### config.mk
export PLATFORM = sky130hd
export DESIGN_NAME = mine_game_ctrl
export DESIGN_NICKNAME = d
export VERILOG_FILES = /design/src/rtl/mine_game_ctrl_pkg.sv /design/src/rtl/mine_game_ctrl_sec_ticker.sv /design/src/rtl/mine_game_ctrl.sv
export SDC_FILE = /design/constraint.sdc
export NUM_CORES = 1
export LEC_CHECK = 0
export BUFFER_PORTS_ARGS = -buffer_cell sky130_fd_sc_hd__buf_2
export CAP_MARGIN = 20
export CORE_UTILIZATION = 50
export DETAILED_ROUTE_END_ITERATION = 10
export PLACE_DENSITY = 0.72
export SETUP_SLACK_MARGIN = 0.15
export SLEW_MARGIN = 20
export SYNTH_ARGS = -nofsm -noshare
export SYNTH_HDL_FRONTEND = slang
export SYNTH_HIERARCHICAL = 1
export SYNTH_SLANG_ARGS = --single-unit
### constraint.sdc
create_clock -name clk -period 2 [get_ports clk]
set_clock_uncertainty 0.1 [all_clocks]
set_input_delay 0.4 -clock clk [delete_from_list [all_inputs] [get_ports clk]]
set_output_delay 0.4 -clock clk [all_outputs]
set_load 0.03 [all_outputs]
### src/rtl/mine_game_ctrl_pkg.sv
// Shared types and constants for the mining-game sequencer.
// States: IDLE=0 waiting for start, GEN=1 board generation, PLAY=2 clicks live,
// WIN=3 all mines defused, LOSE=4 mine hit, PAUSED=5 play suspended (PAUSE_EN only).
package mine_game_pkg;

  localparam int MINES_W = 6;
  localparam int SEC_W   = 10;

  localparam logic [1:0] LEVEL_EASY   = 2'd0;
  localparam logic [1:0] LEVEL_MEDIUM = 2'd1;
  localparam logic [1:0] LEVEL_HARD   = 2'd2;

  typedef enum logic [2:0] {
    ST_IDLE   = 3'd0,
    ST_GEN    = 3'd1,
    ST_PLAY   = 3'd2,
    ST_WIN    = 3'd3,
    ST_LOSE   = 3'd4,
    ST_PAUSED = 3'd5
  } state_t;

  // Level 3 has no board definition of its own; it plays as easy.
  function automatic logic [1:0] norm_level(input logic [1:0] lvl);
    case (lvl)
      LEVEL_MEDIUM: return LEVEL_MEDIUM;
      LEVEL_HARD:   return LEVEL_HARD;
      default:      return LEVEL_EASY;
    endcase
  endfunction

  // A zero-mine game could never be won, so it is played with one mine.
  function automatic logic [MINES_W-1:0] clamp_mines(input logic [MINES_W-1:0] m);
    return (m == '0) ? MINES_W'(1) : m;
  endfunction

endpackage

### src/rtl/mine_game_ctrl_sec_ticker.sv
// One-second divider and saturating seconds counter for the play timer.
// Clear takes priority over enable; with enable low the divider holds its phase.
module sec_ticker
  import mine_game_pkg::*;
#(
  parameter int CLK_HZ  = 65_000_000,
  parameter int SEC_MAX = 999
) (
  input  logic             clk,
  input  logic             rst,
  input  logic             i_en,
  input  logic             i_clr,
  output logic [SEC_W-1:0] o_seconds
);

  localparam int               DIV_W   = (CLK_HZ > 1) ? $clog2(CLK_HZ) : 1;
  localparam logic [DIV_W-1:0] DIV_TC  = DIV_W'(CLK_HZ - 1);
  localparam logic [SEC_W-1:0] SEC_TOP = SEC_W'(SEC_MAX);

  logic [DIV_W-1:0] r_div;
  logic [SEC_W-1:0] r_sec;

  always_ff @(posedge clk or negedge rst) begin
    if (!rst) begin
      r_div <= '0;
      r_sec <= '0;
    end else if (i_clr) begin
      r_div <= '0;
      r_sec <= '0;
    end else if (i_en) begin
      if (r_div == DIV_TC) begin
        r_div <= '0;
        if (r_sec < SEC_TOP) r_sec <= r_sec + SEC_W'(1);
      end else begin
        r_div <= r_div + DIV_W'(1);
      end
    end
  end

  assign o_seconds = r_sec;

endmodule

### src/rtl/mine_game_ctrl.sv
// Mining-game sequencer: start / board generation / play / result, with flag, defuse and seconds counters.
// Build option: define PAUSE_EN to make the pause input move PLAY into PAUSED.
module mine_game_ctrl
  import mine_game_pkg::*;
#(
  parameter int CLK_HZ      = 65_000_000,
  parameter int SEC_MAX     = 999,
  parameter int GEN_TIMEOUT = 1024
) (
  input  logic               clk,
  input  logic               rst,
  input  logic               start,
  input  logic [1:0]         level,
  input  logic [MINES_W-1:0] mines,
  input  logic               board_ready,
  input  logic               explode,
  input  logic               defuse,
  input  logic               mark_flag,
  input  logic               pause,
  output logic               gen_req,
  output logic               click_en,
  output logic [1:0]         level_q,
  output logic [2:0]         state_o,
  output logic [MINES_W-1:0] flags_left,
  output logic [MINES_W-1:0] defused_cnt,
  output logic [SEC_W-1:0]   seconds,
  output logic               won,
  output logic               lost
);

  localparam int                WAIT_W   = (GEN_TIMEOUT > 1) ? $clog2(GEN_TIMEOUT) : 1;
  localparam logic [WAIT_W-1:0] WAIT_TOP = WAIT_W'(GEN_TIMEOUT - 1);

  state_t             r_state, w_state_nxt;
  logic               r_gen_req, w_gen_req_nxt;
  logic               r_click_en, w_click_en_nxt;
  logic               r_won, w_won_nxt;
  logic               r_lost, w_lost_nxt;
  logic [WAIT_W-1:0]  r_wait;
  logic [1:0]         r_level;
  logic [MINES_W-1:0] r_mines, r_flags, r_defused;
  logic               w_play, w_win_hit;

  assign w_play    = (r_state == ST_PLAY);
  assign w_win_hit = defuse && !explode && ((r_defused + MINES_W'(1)) == r_mines);

  always_ff @(posedge clk or negedge rst) begin
    if (!rst) begin
      r_state    <= ST_IDLE;
      r_gen_req  <= 1'b0;
      r_click_en <= 1'b0;
      r_won      <= 1'b0;
      r_lost     <= 1'b0;
    end else begin
      r_state    <= w_state_nxt;
      r_gen_req  <= w_gen_req_nxt;
      r_click_en <= w_click_en_nxt;
      r_won      <= w_won_nxt;
      r_lost     <= w_lost_nxt;
    end
  end

  always_comb begin
    w_state_nxt   = r_state;
    w_gen_req_nxt = 1'b0;
    if (start) begin
      w_state_nxt   = ST_GEN;
      w_gen_req_nxt = 1'b1;
    end else begin
      case (r_state)
        // Ready seen in the request cycle may be left over from the previous board.
        ST_GEN: begin
          if (!r_gen_req && board_ready) w_state_nxt = ST_PLAY;
          else if (r_wait == '0)         w_gen_req_nxt = 1'b1;
        end
        ST_PLAY: begin
          if (explode)        w_state_nxt = ST_LOSE;
          else if (w_win_hit) w_state_nxt = ST_WIN;
`ifdef PAUSE_EN
          else if (pause)     w_state_nxt = ST_PAUSED;
`endif
        end
`ifdef PAUSE_EN
        ST_PAUSED: if (!pause) w_state_nxt = ST_PLAY;
`endif
        default: ;
      endcase
    end
  end

  always_comb begin
    w_click_en_nxt = (w_state_nxt == ST_PLAY);
    w_won_nxt      = (w_state_nxt == ST_WIN);
    w_lost_nxt     = (w_state_nxt == ST_LOSE);
  end

`ifndef PAUSE_EN
  logic w_unused_pause;
  assign w_unused_pause = pause;
`endif

  always_ff @(posedge clk or negedge rst) begin
    if (!rst) begin
      r_wait    <= '0;
      r_level   <= '0;
      r_mines   <= '0;
      r_flags   <= '0;
      r_defused <= '0;
    end else if (start) begin
      r_wait    <= WAIT_TOP;
      r_level   <= norm_level(level);
      r_mines   <= clamp_mines(mines);
      r_flags   <= clamp_mines(mines);
      r_defused <= '0;
    end else begin
      if (w_gen_req_nxt)          r_wait <= WAIT_TOP;
      else if (r_state == ST_GEN) r_wait <= r_wait - WAIT_W'(1);
      if (w_play && mark_flag && (r_flags != '0))
        r_flags <= r_flags - MINES_W'(1);
      if (w_play && defuse && !explode && (r_defused != r_mines))
        r_defused <= r_defused + MINES_W'(1);
    end
  end

  sec_ticker #(
    .CLK_HZ (CLK_HZ),
    .SEC_MAX(SEC_MAX)
  ) u_sec_ticker (
    .clk      (clk),
    .rst      (rst),
    .i_en     (w_play),
    .i_clr    (start),
    .o_seconds(seconds)
  );

  assign gen_req     = r_gen_req;
  assign click_en    = r_click_en;
  assign level_q     = r_level;
  assign state_o     = r_state;
  assign flags_left  = r_flags;
  assign defused_cnt = r_defused;
  assign won         = r_won;
  assign lost        = r_lost;

endmodule
==> out/summary.md, run 1 <==
Synthesized-area fraction occupied by ao, oa, aoi and oai cells: 13.9%. In the routed layout, each cell is associated on average with a via count of 5.87. The clock network accounts for 37.5% of the total power. The cell depth of the worst hold path is 2, and the post-synthesis sequential area ratio is 41.5%. The HPWL after detailed placement is 7410 um. Yosys printed 6 warnings. The worst hold path startpoint was level[0].

The hold violation count in the final report was 0; the share of synthesized cell area in full adder, half adder and majority cells was 1.71%. Hold timing on the final database bottoms out at a slack of 0.127 ns. Once detail routing completed, the nets flagged for antenna violations numbered 0. CTS saw 73 sinks. The clock reaches the later pin of the worst-skew pair after 0.35 ns. After synthesis, the share of cell area in mux cells is 1.93%. Relative to the synthesized area, the layout overhead comes to 39.0%. For the number of DRC markers in iteration 0, the log shows 176. The minimum clock period came out at 2.03 ns. Critical path launch point type: a flip-flop. The floorplan step defined a core boundary enclosing 8380 um^2.

After clock tree synthesis, the clock-pin slew on the worst setup and hold paths is 0.08 ns. The via count of the first global-routing pass is 3838, and the ratio of final minimum period to clock period is 102%. The worst-case IR drop observed on VDD is 0.413 mV. In this run the worst path has a maximum fanout of 5.

The reg-to-reg setup timing slack was -0.03 ns; the x dimension of the die was 95.8 um. The tree is rooted in a clkbuf_8. During I/O placement, the number of pins put on the boundary was 47. The average size of a mapped cell works out to 9.46 um^2.

The number of antenna repair diodes is 0. The floorplan has 33 rows. Count of input and output buffers: 45.

When the netlist entered floorplanning its net count stood at 487. The routed layout has 4112 vias. Buffers inserted during clock tree synthesis total 9.

Wires add up to 11800 um. At the worst endpoint, the arrival time is 2.16 ns. Setup repair after global routing could not meet its margin everywhere.

The global-route wire length before repair was 17600 um; the residual overflow from global routing was 0. Max-slew violation count: 0. The worst pin sits at a relative slew slack of 68.8%.

In the final design database the tool counted 612 nets. For this run, the leading register cell type out of synthesis is dfrtp_1. The initial utilization of the core area, before any placement, comes to 52.5%.

The tools report the initial antenna violation count as 0. The tools report the end of the worst register-to-register path as u_sec_ticker/o_seconds[3]$_DFFE_PN0P_. The maximum achievable frequency was 0.493 GHz.

Net switching power: 957 uW. The routed wirelength normalized by instance count came out at 16.8 um. At the pin with the least slew margin, the transition time is 0.467 ns. The type of the worst min-delay path was input port to flip-flop.

After synthesis the cells add up to 4400 um^2. The count of mapped cells out of synthesis was 465. The number of synthesized flops with an enable pin came out at 0. Counting flops and latches in the post-synthesis netlist gives 73.

The checks that failed: setup timing. CTS built an H-tree with a depth of 3. The analysis attributes to cell leakage a power of 0.00265 uW. The tools report the final RePlAce weighted congestion as 0.845. Startpoint of the worst register-to-register path: u_sec_ticker/r_div[21]$_DFFE_PN0P_. For the worst flop-to-flop path, the logic depth is 5. The longest clock path from root to sink contains 2 buffers. The run gives 0 as the max-capacitance violation count.

Overall power consumption after layout is estimated at 3420 uW. The critical path is of the flip-flop to flip-flop type. The global router's overall resource usage came out at 25.1%. TritonCTS built the clock tree. The synthesized netlist contains 67 unique library cells.

Dividing total power by cell area gives a power density of 559 nW/um^2. In the routed design, unresolved DRC markers number 0. Counting the fill cells in the layout gives 589. The dominant combinational cell family by area after synthesis is simple AND/OR/NAND/NOR gates. Setup violations remaining at the end of the flow were counted as 3.

Internal power comes to 2460 uW. The path with the worst hold slack has its endpoint at level_q[1]$_DFFE_PN0P_. The die is 95.8 um tall. The logs give 5 for the number of search-and-repair iterations in the first detailed-routing pass and 16.2% for the combinational fraction of design power.

Of the cells placed in the final design, the portion with a size suffix greater than 1 is 42.0%. The post-route worst setup slack came out at -0.0302 ns. STA puts the critical path data required time at 2.13 ns.

Entering global routing, the biggest net connects 51 pins. The post-synthesis simple-gate area fraction was 28.6%; the sequential group share of total power was 46.2%. The run gives 9180 um^2 as the area enclosed by the die boundary. The XOR/XNOR share of the synthesized area is 8.13%. The flow ran to the end, but the final reports show violations. The switching share of total power is 28.0%. The worst setup path is captured at a flip-flop. The share of synthesized flip-flops with an asynchronous set or reset is 100%.
## power by group through the flow
stage | combinational (uW) | clock (uW) | sequential, uW
floorplan | 218 | 0 | 1660
global placement | 448 | 0 | 1600
detailed placement | 457 | 0 | 1610
CTS | 500 | 1310 | 1580
global route | 604 | 1370 | 1590
finish | 555 | 1280 | 1580
## timing repair
action | 4_1_cts | 5_1_grt
resized for setup | 31 | 76
endpoints found under the setup margin | 23 | 45
buffers inserted | 25 | 15
endpoints found under the hold margin | 33 | 0
pin swaps | 30 | 50
hold buffers | 1 | 0
## how the worst max path moves through the flow
| stage | start | to | slack, ns | cells after the start |
|---|---|---|---|---|
| 6_report | u_sec_ticker/r_div[21]$_DFFE_PN0P_ | u_sec_ticker/o_seconds[3]$_DFFE_PN0P_ | -0.03 | 5 |
| 5_1_grt | u_sec_ticker/r_div[21]$_DFFE_PN0P_ | u_sec_ticker/r_div[23]$_DFFE_PN0P_ | -0.05 | 5 |
| 4_1_cts | u_sec_ticker/r_div[13]$_DFFE_PN0P_ | u_sec_ticker/o_seconds[3]$_DFFE_PN0P_ | 0.03 | 5 |
| 3_5_place_dp | u_sec_ticker/r_div[21]$_DFFE_PN0P_ | u_sec_ticker/o_seconds[3]$_DFFE_PN0P_ | -0.05 | 5 |
| 3_3_place_gp | u_sec_ticker/r_div[21]$_DFFE_PN0P_ | u_sec_ticker/o_seconds[3]$_DFFE_PN0P_ | -0.06 | 5 |
| 2_1_floorplan | state_o[2]$_DFF_PN0_ | u_sec_ticker/r_div[15]$_DFFE_PN0P_ | -0.09 | 6 |
## cells in the final DEF, fill, tap and decap left out, drive strengths merged, types with 3 or more instances in the layout
cell type,count
buf,133
dfrtp,73
nand2,39
nor2,37
o21ai,31
nand3,21
inv,21
xor2,21
xnor2,19
a21oi,18
nand4,17
nor3,15
or3,12
nor4,11
clkbuf,10
o211ai,8
nor3b,8
nor2b,7
a211oi,6
ha,6
and3,5
and2,5
and4,5
nand2b,4
a211o,4
mux2i,4
or4,4
mux2,4
or2,4
a221o,3
o2111ai,3
clkinv,3
nor4b,3
a2bb2oi,3
## area by class of cell
| cell class | count | area [um^2] | area share [%] |
|---|---|---|---|
| clock buffer | 10 | 128 | 2.09 |
| clock inverter | 6 | 91.3 | 1.49 |
| inverter | 21 | 82.6 | 1.35 |
| multi-input combinational | 351 | 2830 | 46.3 |
| sequential | 73 | 1840 | 30.1 |
| tap | 105 | 131 | 2.15 |
| timing repair buffer | 134 | 1010 | 16.5 |
## cells by family after synthesis
group                      count (synthesis)
buffers and inverters                     41
muxes                                      8
AOI/OAI and AO/OA                         91
adders and majority gates                  6
and+or+nand+nor                          206
DFF                                       73
xor gates and xnor gates                  40
## per-stage QoR
step                      setup WS, ns  std cells  util (%)  cell area [um^2]  setup TNS (ns)
final                          -0.0302        700      73.0              6120         -0.0714
after global routing           -0.0517        700      73.0              6120          -0.316
after CTS                       0.0349        685      67.9              5690               0
after detailed placement       -0.0506        643      61.5              5160          -0.145
after global placement         -0.0577        643      61.5              5160          -0.140
after floorplan                -0.0900        465         -              4550          -0.371
## Yosys cell counts (2+ instances only)
library cell / instances / area (um^2)
a211o_1: 4 / 35.0
a211oi_1: 5 / 37.5
a21o_1: 2 / 15.0
a21oi_1: 17 / 85.1
a221o_1: 3 / 30.0
a2bb2oi_1: 3 / 26.3
a31oi_1: 2 / 12.5
and2_1: 5 / 31.3
and3_1: 5 / 31.3
and4_1: 4 / 35.0
and4bb_2: 2 / 25.0
buf_2: 6 / 30.0
buf_6: 3 / 33.8
clkbuf_1: 9 / 33.8
dfrtp_1: 73 / 1830
ha_1: 6 / 75.1
inv_1: 21 / 78.8
mux2_2: 4 / 45.0
mux2i_1: 4 / 40.0
nand2_1: 39 / 146
nand2b_1: 4 / 25.0
nand3_1: 21 / 105
nand4_1: 15 / 93.8
nand4bb_1: 2 / 22.5
nor2_1: 37 / 139
nor2b_1: 7 / 43.8
nor3_1: 15 / 75.1
nor3b_1: 6 / 45.0
nor3b_4: 2 / 37.5
nor4_1: 5 / 31.3
nor4_4: 5 / 106
nor4b_1: 2 / 17.5
o2111ai_1: 3 / 26.3
o211ai_1: 8 / 60.1
o21ai_0: 26 / 130
o21ai_1: 4 / 20.0
or2_2: 4 / 25.0
or3_1: 12 / 75.1
or4_1: 4 / 30.0
or4b_1: 2 / 20.0
xnor2_1: 19 / 166
xor2_1: 20 / 175
## state kept, by name (all words and copies together) (netlist names)
signal,count
click_en,1
defused_cnt,6
flags_left,6
gen_req,1
level_q,2
lost,1
r_mines,6
r_wait,10
state_o,3
u_sec_ticker/o_seconds,10
u_sec_ticker/r_div,26
won,1
## layer usage
metal | track usage (%) | wire [um] | up-vias
li1 | - | - | 1933
met3 | 4.74 | 596 | 31
met1 | 30.6 | 4780 | 2007
met2 | 43.4 | 6140 | 141
met4 | 10.2 | 257 | 0
met5 | 0 | 0 | -
## worst max-delay path, cell delays in order (launching register included)
cell and delay [ns]:
dfrtp_1 0.40, or4_4 0.55, nor3b_4 0.22, and4_4 0.29, a211oi_2 0.07, a221o_1 0.28
Power figures use the tool's default switching activity.
==> run 2, diff against run 1 <==
--- a/config.mk
+++ b/config.mk
@@ -7,9 +7,9 @@
 export LEC_CHECK = 0
 export BUFFER_PORTS_ARGS = -buffer_cell sky130_fd_sc_hd__buf_2
 export CAP_MARGIN = 20
-export CORE_UTILIZATION = 50
+export CORE_UTILIZATION = 54
 export DETAILED_ROUTE_END_ITERATION = 10
-export PLACE_DENSITY = 0.72
+export PLACE_DENSITY = 0.77
 export SETUP_SLACK_MARGIN = 0.15
 export SLEW_MARGIN = 20
 export SYNTH_ARGS = -nofsm -noshare
==> out/summary.md, run 2 (synthesized netlist as in run 1, its figures left out) <==
Across every metal layer, demand over resource in global routing totals 26.6%. Setup repair after global routing could not meet its margin everywhere. The most critical setup path has its endpoint at u_sec_ticker/o_seconds[1]$_DFFE_PN0P_. Top fanout value on the critical path: 6.

Across the VDD grid, the largest voltage drop is 0.412 mV. For this run, the share of the core covered by cells in the final layout is 75.2%. The length in cells of the worst reg-to-reg path came out at 7. The run gives 4122 as the detailed-route via count. The analysis attributes to cell leakage a power of 0.00258 uW. The register with the most flip-flops in the layout has 26 of them. Measured along the y axis, the die boundary spans 92.3 um. Across the run, the number of max-cap violations was 0. In the finished design, the share of the clock period the worst path needs comes to 101%. Clock-pin slew was measured on the worst setup and hold paths at 0.09 ns. The wire-length estimate of the detail-placed layout is 7390 um.

After detailed placement, the design holds a cell count of 637. For this run, the top clock speed supported by timing is 0.495 GHz. The residual overflow from global routing is 0, and the average vias per placed instance is 6.03.

By startpoint and endpoint, the worst setup path is classified as flip-flop to flip-flop. The first global-routing pass estimated 17900 um of wire. The run gives 0 as the hold violation count in the final report. The critical-path cell with the highest stage delay was dfrtp_1. The critical path's top delay family was simple AND/OR/NAND/NOR gates.

The core region is 7810 um^2. The minimum clock period was 2.02 ns. In the final routed layout, each cell accounts on average for 17.1 um.

After detailed routing, the number of remaining DRC violations is 0. At the end of routability-driven placement, the weighted congestion stood at 0.875. Initial antenna violation count: 0. The via count of the first global-routing pass was 3855. The floorplan has 32 rows.

The post-detailed-route count of antenna-violating nets was 0. The tools report the post-route worst setup slack as -0.0222 ns. The top cell types in the final layout, fill and taps aside, are dfrtp_1, buf_4, buf_2. TritonCTS built the clock tree. The H-tree generated during clock tree synthesis spans 3 levels. The routed design has 11700 um of wire. At the worst endpoint, the required time is 2.13 ns. The worst register-to-register path ends at u_sec_ticker/o_seconds[1]$_DFFE_PN0P_.

Entering global routing, the biggest net connects 74 pins. The layout has 511 filler cells. The run finished, with violations left. Once layout is complete, the cells apart from fillers number 684. The fraction of layout cells with a size suffix above 1 is 38.1%, and the number of nets in the finished design is 599.

In this run the count of I/O pins placed on the die edge is 47. The x dimension of the die was 92.3 um. In this design, the stage delay of the slowest critical-path cell is 0.41 ns.

The relative area change from synthesis to final layout came out at 33.5%. The checks that failed: setup timing. The maximum root-to-sink buffer count was 2. The worst setup path is launched from a flip-flop.

The register bank with the most flops is u_sec_ticker/r_div. The tools report the capturing element type of the critical path as a flip-flop. The critical path launch point was u_sec_ticker/r_div[13]$_DFFE_PN0P_.

For the pin with the worst max-slew slack, the measured transition is 0.464 ns. Traced cell by cell, the critical path runs through buf_4, nor4bb_4, nand4_4, buf_8, or2_4, a22oi_2, o21ai_1. The sink count of the clock tree was 73; the number of buffers added by the clock tree synthesis step was 9. In this run the worst hold path is classified as input port to flip-flop. The number of antenna diodes in the final layout is 0.

The worst pin sits at a relative slew slack of 69.1%. After layout, the design draws a total of 3410 uW. Setup violations remaining at the end of the flow were counted as 5. The number of DRC markers in iteration 0 was 195.

The logs give 56.3% for the effective utilization at floorplan and 0 for the max-slew violation count. Power spread over the standard cell area amounts to 581 nW/um^2. The worst register-to-register path begins at u_sec_ticker/r_div[13]$_DFFE_PN0P_. The buffers plus inverters on the worst setup path is 2, and the count of input and output buffers is 45. CTS root buffer: clkbuf_8.

The number of logic stages on the critical path including buffering is 7. Timing analysis after detailed placement gives a worst setup slack of -0.0814 ns. The clock insertion delay at the later pin of the skew report was 0.35 ns; the number of search-and-repair iterations in the first detailed-routing pass was 7. The area enclosed by the die boundary is 8510 um^2, and the data arrival time at the worst-slack endpoint is 2.15 ns. In this run the register-to-register setup slack is -0.02 ns.
## run 2: cell types whose count changed in the layout (fill, tap and decap cells not counted), sizes merged
cell	change
clkinvlp	+1
clkbuf	-1
buf	-14
clkinv	-2
inv	+2
a31o	+1
## run 2: layout make-up
type | instances | area, um^2 | area share (%)
inverters | 21 | 82.6 | 1.41
flip-flops and latches | 73 | 1840 | 31.3
repair buffers | 120 | 855 | 14.6
well taps | 102 | 128 | 2.17
multi-input cells | 352 | 2740 | 46.7
clock buffers | 9 | 124 | 2.11
clock inverters | 7 | 101 | 1.73
## run 2: what timing repair did
action	CTS	global route
hold buffers	1	0
pin swaps	20	30
resized for setup	22	46
gates cloned	1	0
endpoints found under the hold margin	73	0
buffers inserted	14	15
setup endpoints to repair	36	45
## run 2: worst min-delay path by stage
stage,start,endpoint,slack (ns),depth (start not counted)
final,level[0],level_q[1]$_DFFE_PN0P_,0.12,2
after global routing,level[0],level_q[1]$_DFFE_PN0P_,0.12,2
after CTS,level[0],level_q[1]$_DFFE_PN0P_,0.12,2
after detailed placement,rst,u_sec_ticker/r_div[9]$_DFFE_PN0P_,0.35,2
after global placement,rst,u_sec_ticker/r_div[9]$_DFFE_PN0P_,0.35,2
after floorplan,rst,click_en$_DFF_PN0_,0.004,0
## run 2: power breakdown
| part | leakage (uW) | total, uW | internal (uW) | switching [uW] |
|---|---|---|---|---|
| logic | 0.00155 | 509 | 197 | 312 |
| clock network | 0.000112 | 1320 | 717 | 606 |
| registers | 0.000922 | 1580 | 1530 | 53.5 |
| total | 0.00258 | 3410 | 2440 | 972 |
## run 2: per-stage QoR
step | hold slack, ns | setup TNS, ns | instance area (um^2)
5_1_grt | 0.121 | -0.761 | 5870
6_report | 0.121 | -0.0571 | 5870
3_3_place_gp | 0.347 | -0.0794 | 5120
3_5_place_dp | 0.347 | -0.261 | 5120
2_1_floorplan | 0.00441 | -0.371 | 4550
4_1_cts | 0.117 | 0 | 5560
## run 2: per-layer routing
layer	wire length, um	track usage [%]	part of all wire, %	vias up
li1	-	-	-	1920
met1	4740	33.0	40	1972
met2	5820	45.6	50	186
met3	831	6.14	7.1	44
met4	334	8.85	2.8	0
met5	0	0	0	-
==> run 3, diff against run 2 <==
==> constraint.sdc (replaced) <==
create_clock -name clk -period 2 [get_ports clk]
set_clock_uncertainty 0.1 [all_clocks]
set_input_delay 0.4 -clock clk [delete_from_list [all_inputs] [get_ports clk]]
set_output_delay 0.4 -clock clk [all_outputs]
set_load 0.02 [all_outputs]
==> out/summary.md, run 3 (synthesized netlist as in run 1, its figures left out) <==
The run finished, with violations left. The final reports fail on setup timing. Global routing consumed, over all layers together, 27.8% of the routing resources. The critical path goes through ha_2, buf_6, nand4_1, nor4_4, buf_4, a2bb2oi_1, o21ai_0, a21oi_1. Across all layers, the routed design uses 4128 vias. The slowest stage of the critical path belongs to the cell nor4_4.

The library cell used most frequently in the layout, excluding fill and tap cells, is dfrtp_1. Net switching is 29.3% of the power. The tools report the sequential cell area in the final layout as 1840 um^2.

At the worst endpoint, the arrival time is 2.21 ns. After detailed placement, the design holds a cell count of 638. The detail route stage leaves a number of antenna-violating nets equal to 0. Setup repair after global routing could not meet its margin everywhere. The region available for standard cell placement spans 7810 um^2.

Leaving out filler cells and counting taps, the final layout contains 687. The final critical path takes up 104% of the cycle. The H-tree was split into 3 levels. For the final core utilization, the log shows 76.3%. For the effective utilization at floorplan, the log shows 56.3%. Maximum root-to-sink buffer count: 2. The initial antenna violation count is 0, and the number of search-and-repair iterations in the first detailed-routing pass is 7. Area enclosed by the die boundary: 8510 um^2. Top fanout value on the critical path: 5. The buffers plus inverters on the worst setup path is 2. For the max-slew violation count, the log shows 0.

After detailed routing, the number of remaining DRC violations is 0. Static timing analysis puts the maximum clock frequency at 0.481 GHz. In this run the static leakage power is 0.00258 uW.

The number of buffers added by the clock tree synthesis step was 9; the count of fill cells added during filler insertion was 496. Critical path launch point type: a flip-flop. The tools report the sequential group share of total power as 50.0%. Routability-driven placement finished with a final weighted congestion of 0.914. At the worst endpoint, the required time is 2.13 ns. The routed wirelength normalized by instance count is 17.7 um. The internal power came out at 2240 uW. The residual overflow from global routing was 0. The number of antenna diodes in the final layout is 0. Entering global routing, the biggest net connects 38 pins. The worst path in the final design needs a cycle of 2.08 ns, including I/O delays and setup. The top-level I/O count came out at 47. In this run the tightest slew margin relative to its limit is 64.4%.

The path class of the tightest hold or removal check is input port to flip-flop. The detailed router finished its first iteration with 212 violations. The cell family contributing the most delay on the critical path is simple AND/OR/NAND/NOR gates.

Clock-pin slew was measured on the worst setup and hold paths at 0.08 ns. In the routed layout, each cell is associated on average with a via count of 6.01. The CTS root buffer is clkbuf_8. The run gives -0.0800 ns as the post-route worst setup slack. At the later pin of the worst-skew pair, clock insertion delay measures 0.35 ns.

The multi-input combinational cells in the finished layout cover a total of 2800 um^2. For this design the ratio of total power to cell area is 533 nW/um^2. The count of input and output buffers came out at 45. The analysis attributes to net switching a power of 930 uW. From bottom edge to top edge, the die measures 92.3 um.

The capturing element type of the critical path was a flip-flop. The worst register-to-register path has a setup slack of -0.08 ns. The transition at the pin with the smallest max-transition slack is 0.530 ns. Hold violation count in the final report: 0.

The logs give 12200 um for the total wire length and 0.501 mV for the peak supply drop. The worst setup path is of the flip-flop to flip-flop kind. The combinational fraction of design power is 15.8%, and the HPWL reported at the end of detailed placement is 7540 um. The sink count of the clock tree was 73; the number of setup violations in the final report was 4. u_sec_ticker/r_div holds more flip-flops than any other register. The fraction of layout cells with a size suffix above 1 is 39.8%. The area growth from synthesis to layout is 35.4%. The first global-routing pass estimated 18600 um of wire.

The site row count is 32, and the number of nets in the finished design is 602. TritonCTS built the clock tree. The clock network fraction of total power was 34.2%.

From left edge to right edge, the die measures 92.3 um. In the layout the commonest cells are dfrtp_1, buf_4, buf_2. The number of flip-flops in the largest register came out at 26. The via count of the first global-routing pass is 3912. The max-capacitance violation count is 0, and the stage delay of the slowest cell on the critical path is 0.44 ns.
[run 3: cell count changes in the layout (fill, tap and decap cells not counted), moves of 3 or more]
cell     delta
buf_12      +4
nand3_2     +3
o21ai_1     +3
nand3_1     -3
o21ai_0     -4
buf_4       -3
buf_6       +3
[run 3: metrics by stage]
| step | setup TNS [ns] | total power [uW] | cell area, um^2 | hold slack [ns] | setup slack (ns) |
|---|---|---|---|---|---|
| floorplan | -0.223 | 1860 | 4540 | 0.00441 | -0.0605 |
| global placement | -0.168 | 2010 | 5130 | 0.195 | -0.0681 |
| detailed placement | -0.478 | 2030 | 5130 | 0.199 | -0.134 |
| finish | -0.113 | 3170 | 5960 | 0.138 | -0.0800 |
| global route | -0.839 | 3300 | 5960 | 0.127 | -0.192 |
| CTS | 0 | 3140 | 5510 | 0.108 | 0.0272 |
[run 3: worst register-to-register path: cells and delay by family, from the launching register on]
family,cells,cell delay [ns]
simple gates,2,0.57
buf+inv,2,0.32
flops,1,0.37
fa+ha+maj,1,0.21
compound gates,3,0.41
[run 3: area by class of cell]
class,count,area share (%)
timing repair buffer,123,15.6
inverter,21,1.39
sequential,73,30.9
tap,102,2.14
multi-input combinational,352,46.9
clock inverter,5,0.504
clock buffer,11,2.54
[run 3: power groups by stage]
stage / clock [uW] / combinational (uW) / sequential [uW]
floorplan: 0 / 217 / 1640
global placement: 0 / 405 / 1610
detailed placement: 0 / 420 / 1610
CTS: 1110 / 449 / 1580
global route: 1160 / 551 / 1590
finish: 1080 / 503 / 1590
[run 3: metal layers]
metal  routed length, um  vias to the layer above  track usage [%]  share of wire [%]
met5                   0                        -                0                  0
met3                 569                       29             5.97                4.7
li1                    -                     1922                -                  -
met4                 308                        0             10.0                2.5
met1                4950                     2031             33.5                 41
met2                6340                      146             48.8                 52
[run 3: worst paths after layout]
kind	endpoint	cells past startpoint	from
worst max-delay path	u_sec_ticker/r_div[18]$_DFFE_PN0P_	8	u_sec_ticker/r_div[0]$_DFFE_PN0P_
worst min-delay path	level_q[1]$_DFFE_PN0P_	2	level[0]
worst max register to register	u_sec_ticker/r_div[18]$_DFFE_PN0P_	8	u_sec_ticker/r_div[0]$_DFFE_PN0P_
worst min register to register	level_q[1]$_DFFE_PN0P_	1	level_q[1]$_DFFE_PN0P_
max in group asynchronous	flags_left[1]$_DFFE_PN0P_	3	rst
min in group asynchronous	u_sec_ticker/r_div[7]$_DFFE_PN0P_	2	rst
[run 3: repair_timing]
item / 4_1_cts / 5_1_grt
hold endpoints to repair: 16 / 0
gates cloned: 0 / 1
pin swaps: 25 / 49
setup endpoints to repair: 37 / 44
resized for setup: 29 / 63
hold buffers: 1 / 0
buffers inserted: 11 / 20
